[config.mk]
export PLATFORM = sky130hd
export DESIGN_NAME = cnn_frame_sequencer
export DESIGN_NICKNAME = d
export VERILOG_FILES = /design/src/rtl/cnn_frame_sequencer.sv
export SDC_FILE = /design/constraint.sdc
export NUM_CORES = 1
export LEC_CHECK = 0
export CAP_MARGIN = 25
export CELL_PAD_IN_SITES_DETAIL_PLACEMENT = 0
export CELL_PAD_IN_SITES_GLOBAL_PLACEMENT = 1
export CORE_ASPECT_RATIO = 0.6
export CORE_UTILIZATION = 28
export DETAILED_ROUTE_END_ITERATION = 8
export PLACE_DENSITY = 0.88
export SETUP_SLACK_MARGIN = 0.4
export SLEW_MARGIN = 20
export SYNTH_ARGS = -nofsm -noshare
export SYNTH_HDL_FRONTEND = slang
export SYNTH_SLANG_ARGS = --single-unit
[constraint.sdc]
create_clock -name clk -period 2 [get_ports clk]
set_clock_uncertainty 0.1 [all_clocks]
set_input_delay 0.2 -clock clk [delete_from_list [all_inputs] [get_ports clk]]
set_output_delay 0.2 -clock clk [all_outputs]
set_load 0.02 [all_outputs]
[src/rtl/cnn_frame_sequencer.sv]
// Frame-level controller for the conv/pool + DNN pipeline: gates one frame of pixels,
// waits for the done pulse or a timeout, then holds the datapath in flush.
module cnn_frame_sequencer #(
  parameter int BitSize       = 32,
  parameter int ImageWidth    = 8,
  parameter int FlushCycles   = 2,
  parameter int TimeoutCycles = 1024,
  parameter int FrameCntWidth = 16
) (
  input  logic                     clk,
  input  logic                     res,
  input  logic                     run,
  input  logic                     abort,
  input  logic                     src_valid,
  input  logic [BitSize-1:0]       src_data,
  output logic                     src_ready,
  input  logic                     pipe_ready,
  input  logic                     pipe_done,
  output logic                     pipe_valid,
  output logic [BitSize-1:0]       pipe_data,
  output logic                     pipe_res_n,
  output logic                     busy,
  output logic                     frame_done,
  output logic [FrameCntWidth-1:0] frame_count,
  output logic                     err_timeout
);

  localparam int NPix = ImageWidth * ImageWidth;
  localparam int PixW = (NPix > 1) ? $clog2(NPix) : 1;
  localparam int ToW  = (TimeoutCycles > 1) ? $clog2(TimeoutCycles) : 1;
  localparam int FlW  = (FlushCycles > 1) ? $clog2(FlushCycles) : 1;

  localparam logic [PixW-1:0] PixLast = PixW'(NPix - 1);
  localparam logic [ToW-1:0]  ToLast  = ToW'(TimeoutCycles - 1);
  localparam logic [FlW-1:0]  FlLast  = FlW'(FlushCycles - 1);

  typedef enum logic [1:0] {IDLE, LOAD, WAIT, FLUSH} state_t;

  state_t                   state, state_nx;
  logic [PixW-1:0]          pix_cnt, pix_cnt_nx;
  logic [ToW-1:0]           to_cnt, to_cnt_nx;
  logic [FlW-1:0]           fl_cnt, fl_cnt_nx;
  logic                     frame_done_nx;
  logic [FrameCntWidth-1:0] frame_count_nx;
  logic                     err_timeout_nx;
  logic                     accept;

  assign busy       = (state != IDLE);
  assign src_ready  = (state == LOAD) & pipe_ready;
  assign pipe_valid = src_valid & src_ready;
  assign pipe_data  = src_data;
  assign accept     = pipe_valid;
  // Flush is driven by reset too, so the datapath is cleared while res is high.
  assign pipe_res_n = ~res & (state != FLUSH);

  always_comb begin
    state_nx       = state;
    pix_cnt_nx     = pix_cnt;
    to_cnt_nx      = to_cnt;
    fl_cnt_nx      = '0;
    frame_done_nx  = 1'b0;
    frame_count_nx = frame_count;
    err_timeout_nx = err_timeout;
    case (state)
      IDLE: begin
        if (run) begin
          state_nx   = LOAD;
          pix_cnt_nx = '0;
        end
      end
      LOAD: begin
        if (accept) pix_cnt_nx = pix_cnt + 1'b1;
        if (abort) begin
          state_nx = FLUSH;
        end else if (accept && pix_cnt == PixLast) begin
          state_nx  = WAIT;
          to_cnt_nx = '0;
        end
      end
      WAIT: begin
        to_cnt_nx = to_cnt + 1'b1;
        if (abort) begin
          state_nx = FLUSH;
        end else if (pipe_done) begin
          state_nx       = FLUSH;
          frame_done_nx  = 1'b1;
          frame_count_nx = frame_count + 1'b1;
        end else if (to_cnt == ToLast) begin
          state_nx       = FLUSH;
          err_timeout_nx = 1'b1;
        end
      end
      FLUSH: begin
        fl_cnt_nx = fl_cnt + 1'b1;
        if (fl_cnt == FlLast) begin
          state_nx   = run ? LOAD : IDLE;
          pix_cnt_nx = '0;
        end
      end
      default: state_nx = IDLE;
    endcase
  end

  always_ff @(posedge clk or posedge res) begin
    if (res) begin
      state       <= IDLE;
      pix_cnt     <= '0;
      to_cnt      <= '0;
      fl_cnt      <= '0;
      frame_done  <= 1'b0;
      frame_count <= '0;
      err_timeout <= 1'b0;
    end else begin
      state       <= state_nx;
      pix_cnt     <= pix_cnt_nx;
      to_cnt      <= to_cnt_nx;
      fl_cnt      <= fl_cnt_nx;
      frame_done  <= frame_done_nx;
      frame_count <= frame_count_nx;
      err_timeout <= err_timeout_nx;
    end
  end

endmodule

==> metrics.txt <==
Pre-antenna DRT Iters 4; synthesized-area fraction occupied by adder cells 5.16%; GRT overflow 0; Crit. Startpoint state[0]; Max-slew headroom 67.6%; CTS Root Cell clkbuf_16; maximum number of pins on one net before global-route repair 38; Num CTS Buffers 5; Leak 0.00141 uW; fillers 705; layout cell share with drive strength beyond 1 40.2%; Post-Synth XOR/XNOR Area 6.02%; endpoints failing setup 0; CP max stage delay 410 ps; Clock Latency Late Sink 290 ps; FF-to-FF setup slack 120 ps; Antenna diodes 0; yosys warns 0; Req. time, crit path 2070 ps; Clock transition at path regs 60 ps; vias in the first global route 1507; first-pass GRT wire length 7.89 mm; DRC Markers 0; Worst Path Buf+Inv 1; CP top delay family flip-flops; RSZ-0062 raised after global routing yes; IO Port Bufs 28; Unique masters post-synth 47; CTS H-Tree Depth 2; ys flop type dfrtp_1; worst-path fanout max 4; syn nets 268; area of the mapped netlist 2180 sq um; Cells after DPL 327; worst hold path type in2async; # rows 24; Max Clk Rate 0.532 GHz; Placer Congestion 0.804; Final Core Density 40.5%; synthesized flop and latch total 37; Hold Vio Cnt, Final 0; die area 8160 sq um; crit start category flip-flop; post-route worst setup slack 121 ps; Ports 93; outcome complete, no violations; via count 1707; Syn Inst Count 220; CTS Hold Bufs 0; post-synthesis mux area share 1.49%; non-filler cells, final 355; FF-to-FF path depth 6; slowest CP cell dfrtp_1; total global-route track usage 12.7%; Post-Synthesis Mean Instance Area 9.91 sq um; maxcap violations 0; compound-cell area share of the yosys netlist 11.2%; crit path kind reg2reg; Post-Route WL 5.19 mm; Area Overhead vs Synth 37.1%; Core Box Area 7390 sq um; fin crit share 94.0%; ys async rst share 100%; Post-synth EDFFs 0; Slew @ Worst Pin 486 ps; post-layout min period 1880 ps; clock buffer depth 2; register area share after synthesis 42.5%; WL per Instance 14.6 um; Initial Utilization 29.5%; power per cell area 1180 nW/um^2; simple-gate portion of the synthesized area 20.0%; antenna violations before repair 0; Die Ht 70.4 um; Max VDD drop 0.557 mV; Starting DRT DRC Count 48; drt via density 4.81; r2r endpoint state[1]; crit path DAT 1950 ps; Final ANT Viol Nets 0; CP endpoint kind flip-flop; worst-path cell chain inv_2, ha_4, or3b_4, a31oi_4, a311oi_4, mux2_4; pre-CTS worst setup slack -13.8 ps; Reg2Reg Launch Point state[0]; CTS tree done; Slew Viols, Final 0; Clock Sinks 37; NumNets Final 298; largest family of logic cells by synthesized area simple AND/OR/NAND/NOR gates; die width 116 um; hpwl dp 3.32 mm
-- flip-flops by register name, indices dropped and copies added (netlist names) --
register / flops
frame_done: 1
to_cnt: 10
fl_cnt: 1
err_timeout: 1
state: 2
frame_count: 16
pix_cnt: 6
-- cells by family (layout without fill, tap and decap cells) --
family | count (synthesis) | in the layout
mux | 3 | 3
flops | 37 | 37
xor+xnor | 15 | 15
compound gates | 35 | 35
buf+inv | 45 | 76
fa+ha+maj | 9 | 9
simple gates | 76 | 76
-- cell usage after synthesis (2+ instances only) --
cell | number | share of area, %
a21oi_1 | 5 | 1.1
a31oi_1 | 2 | 0.57
a41oi_1 | 2 | 0.80
and2_1 | 2 | 0.57
and3_1 | 3 | 0.86
and4_1 | 3 | 1.2
buf_4 | 32 | 11
dfrtp_1 | 37 | 42
ha_1 | 9 | 5.2
inv_1 | 10 | 1.7
mux2_2 | 2 | 1.0
nand2_1 | 23 | 4.0
nand3_1 | 13 | 3.0
nand4_1 | 7 | 2.0
nor2_1 | 6 | 1.0
nor3_1 | 2 | 0.46
o21ai_0 | 12 | 2.8
o31ai_1 | 5 | 1.7
o41ai_1 | 2 | 0.80
or3_2 | 2 | 0.69
or4_1 | 2 | 0.69
xnor2_1 | 12 | 4.8
xor2_1 | 3 | 1.2
-- layout make-up --
| class | count | area [sq um] | share of cell area [%] |
|---|---|---|---|
| clock buffers | 5 | 125 | 4.18 |
| clock inverters | 3 | 21.3 | 0.711 |
| inverters | 10 | 42.5 | 1.42 |
| multi-input cells | 138 | 1230 | 41.0 |
| flip-flops and latches | 37 | 928 | 31.0 |
| well taps | 104 | 130 | 4.35 |
| repair buffers | 58 | 515 | 17.2 |
-- metrics by stage --
step	hold WS [ps]	setup TNS, ps	instance area (sq um)	total power, uW
3_5_place_dp	300	-13.8	2460	2150
3_3_place_gp	300	0	2460	2130
4_1_cts	272	0	2760	3220
2_1_floorplan	280	0	2240	1850
6_report	250	0	2990	3520
5_1_grt	300	0	2990	3710
-- tightest hold or removal path, delay by kind of cell --
family                 cells  cell delay, ps
buffers and inverters      3             870
-- where the power goes --
part	switching (uW)	internal (uW)
combinational	842	857
sequential	156	870
clock	329	464
-- worst max-delay path by stage --
stage	endpoint	slack [ps]	cells past startpoint
finish	state[1]	120	6
detailed placement	state[1]	-10	5
global route	pix_cnt[2]	50	9
global placement	state[1]	60	5
CTS	pix_cnt[5]	140	7
floorplan	state[1]	190	5
-- cell usage in the layout, fill, tap and decap left out, types with 5 or more instances in the layout --
cell / netlist / final
dfrtp_1: 37 / 35
buf_4: 32 / 24
nand2_1: 23 / 16
dlygate4sd2_1: 0 / 13
nand3_1: 13 / 12
xnor2_1: 12 / 11
clkdlybuf4s50_1: 0 / 8
nand4_1: 7 / 7
inv_1: 10 / 7
buf_6: 1 / 7
nand2_2: 0 / 6
o21ai_1: 0 / 6
o21ai_2: 0 / 5
clkbuf_16: 0 / 5
-- metal layers --
layer | wire length (um) | GRT usage [%] | vias to the layer above
met5 | 0 | 0 | -
met1 | 2570 | 18.6 | 867
met4 | 74 | 5.70 | 0
met2 | 2320 | 16.6 | 29
li1 | - | - | 806
met3 | 217 | 4.25 | 5
-- timing repair --
| item | 4_1_cts | 5_1_grt |
|---|---|---|
| pin swaps | 4 | 24 |
| resized for setup | 48 | 56 |
| gates cloned | 1 | 0 |
| buffers inserted | 12 | 7 |
| setup endpoints to repair | 48 | 37 |
(Power assumes the default switching activity.)
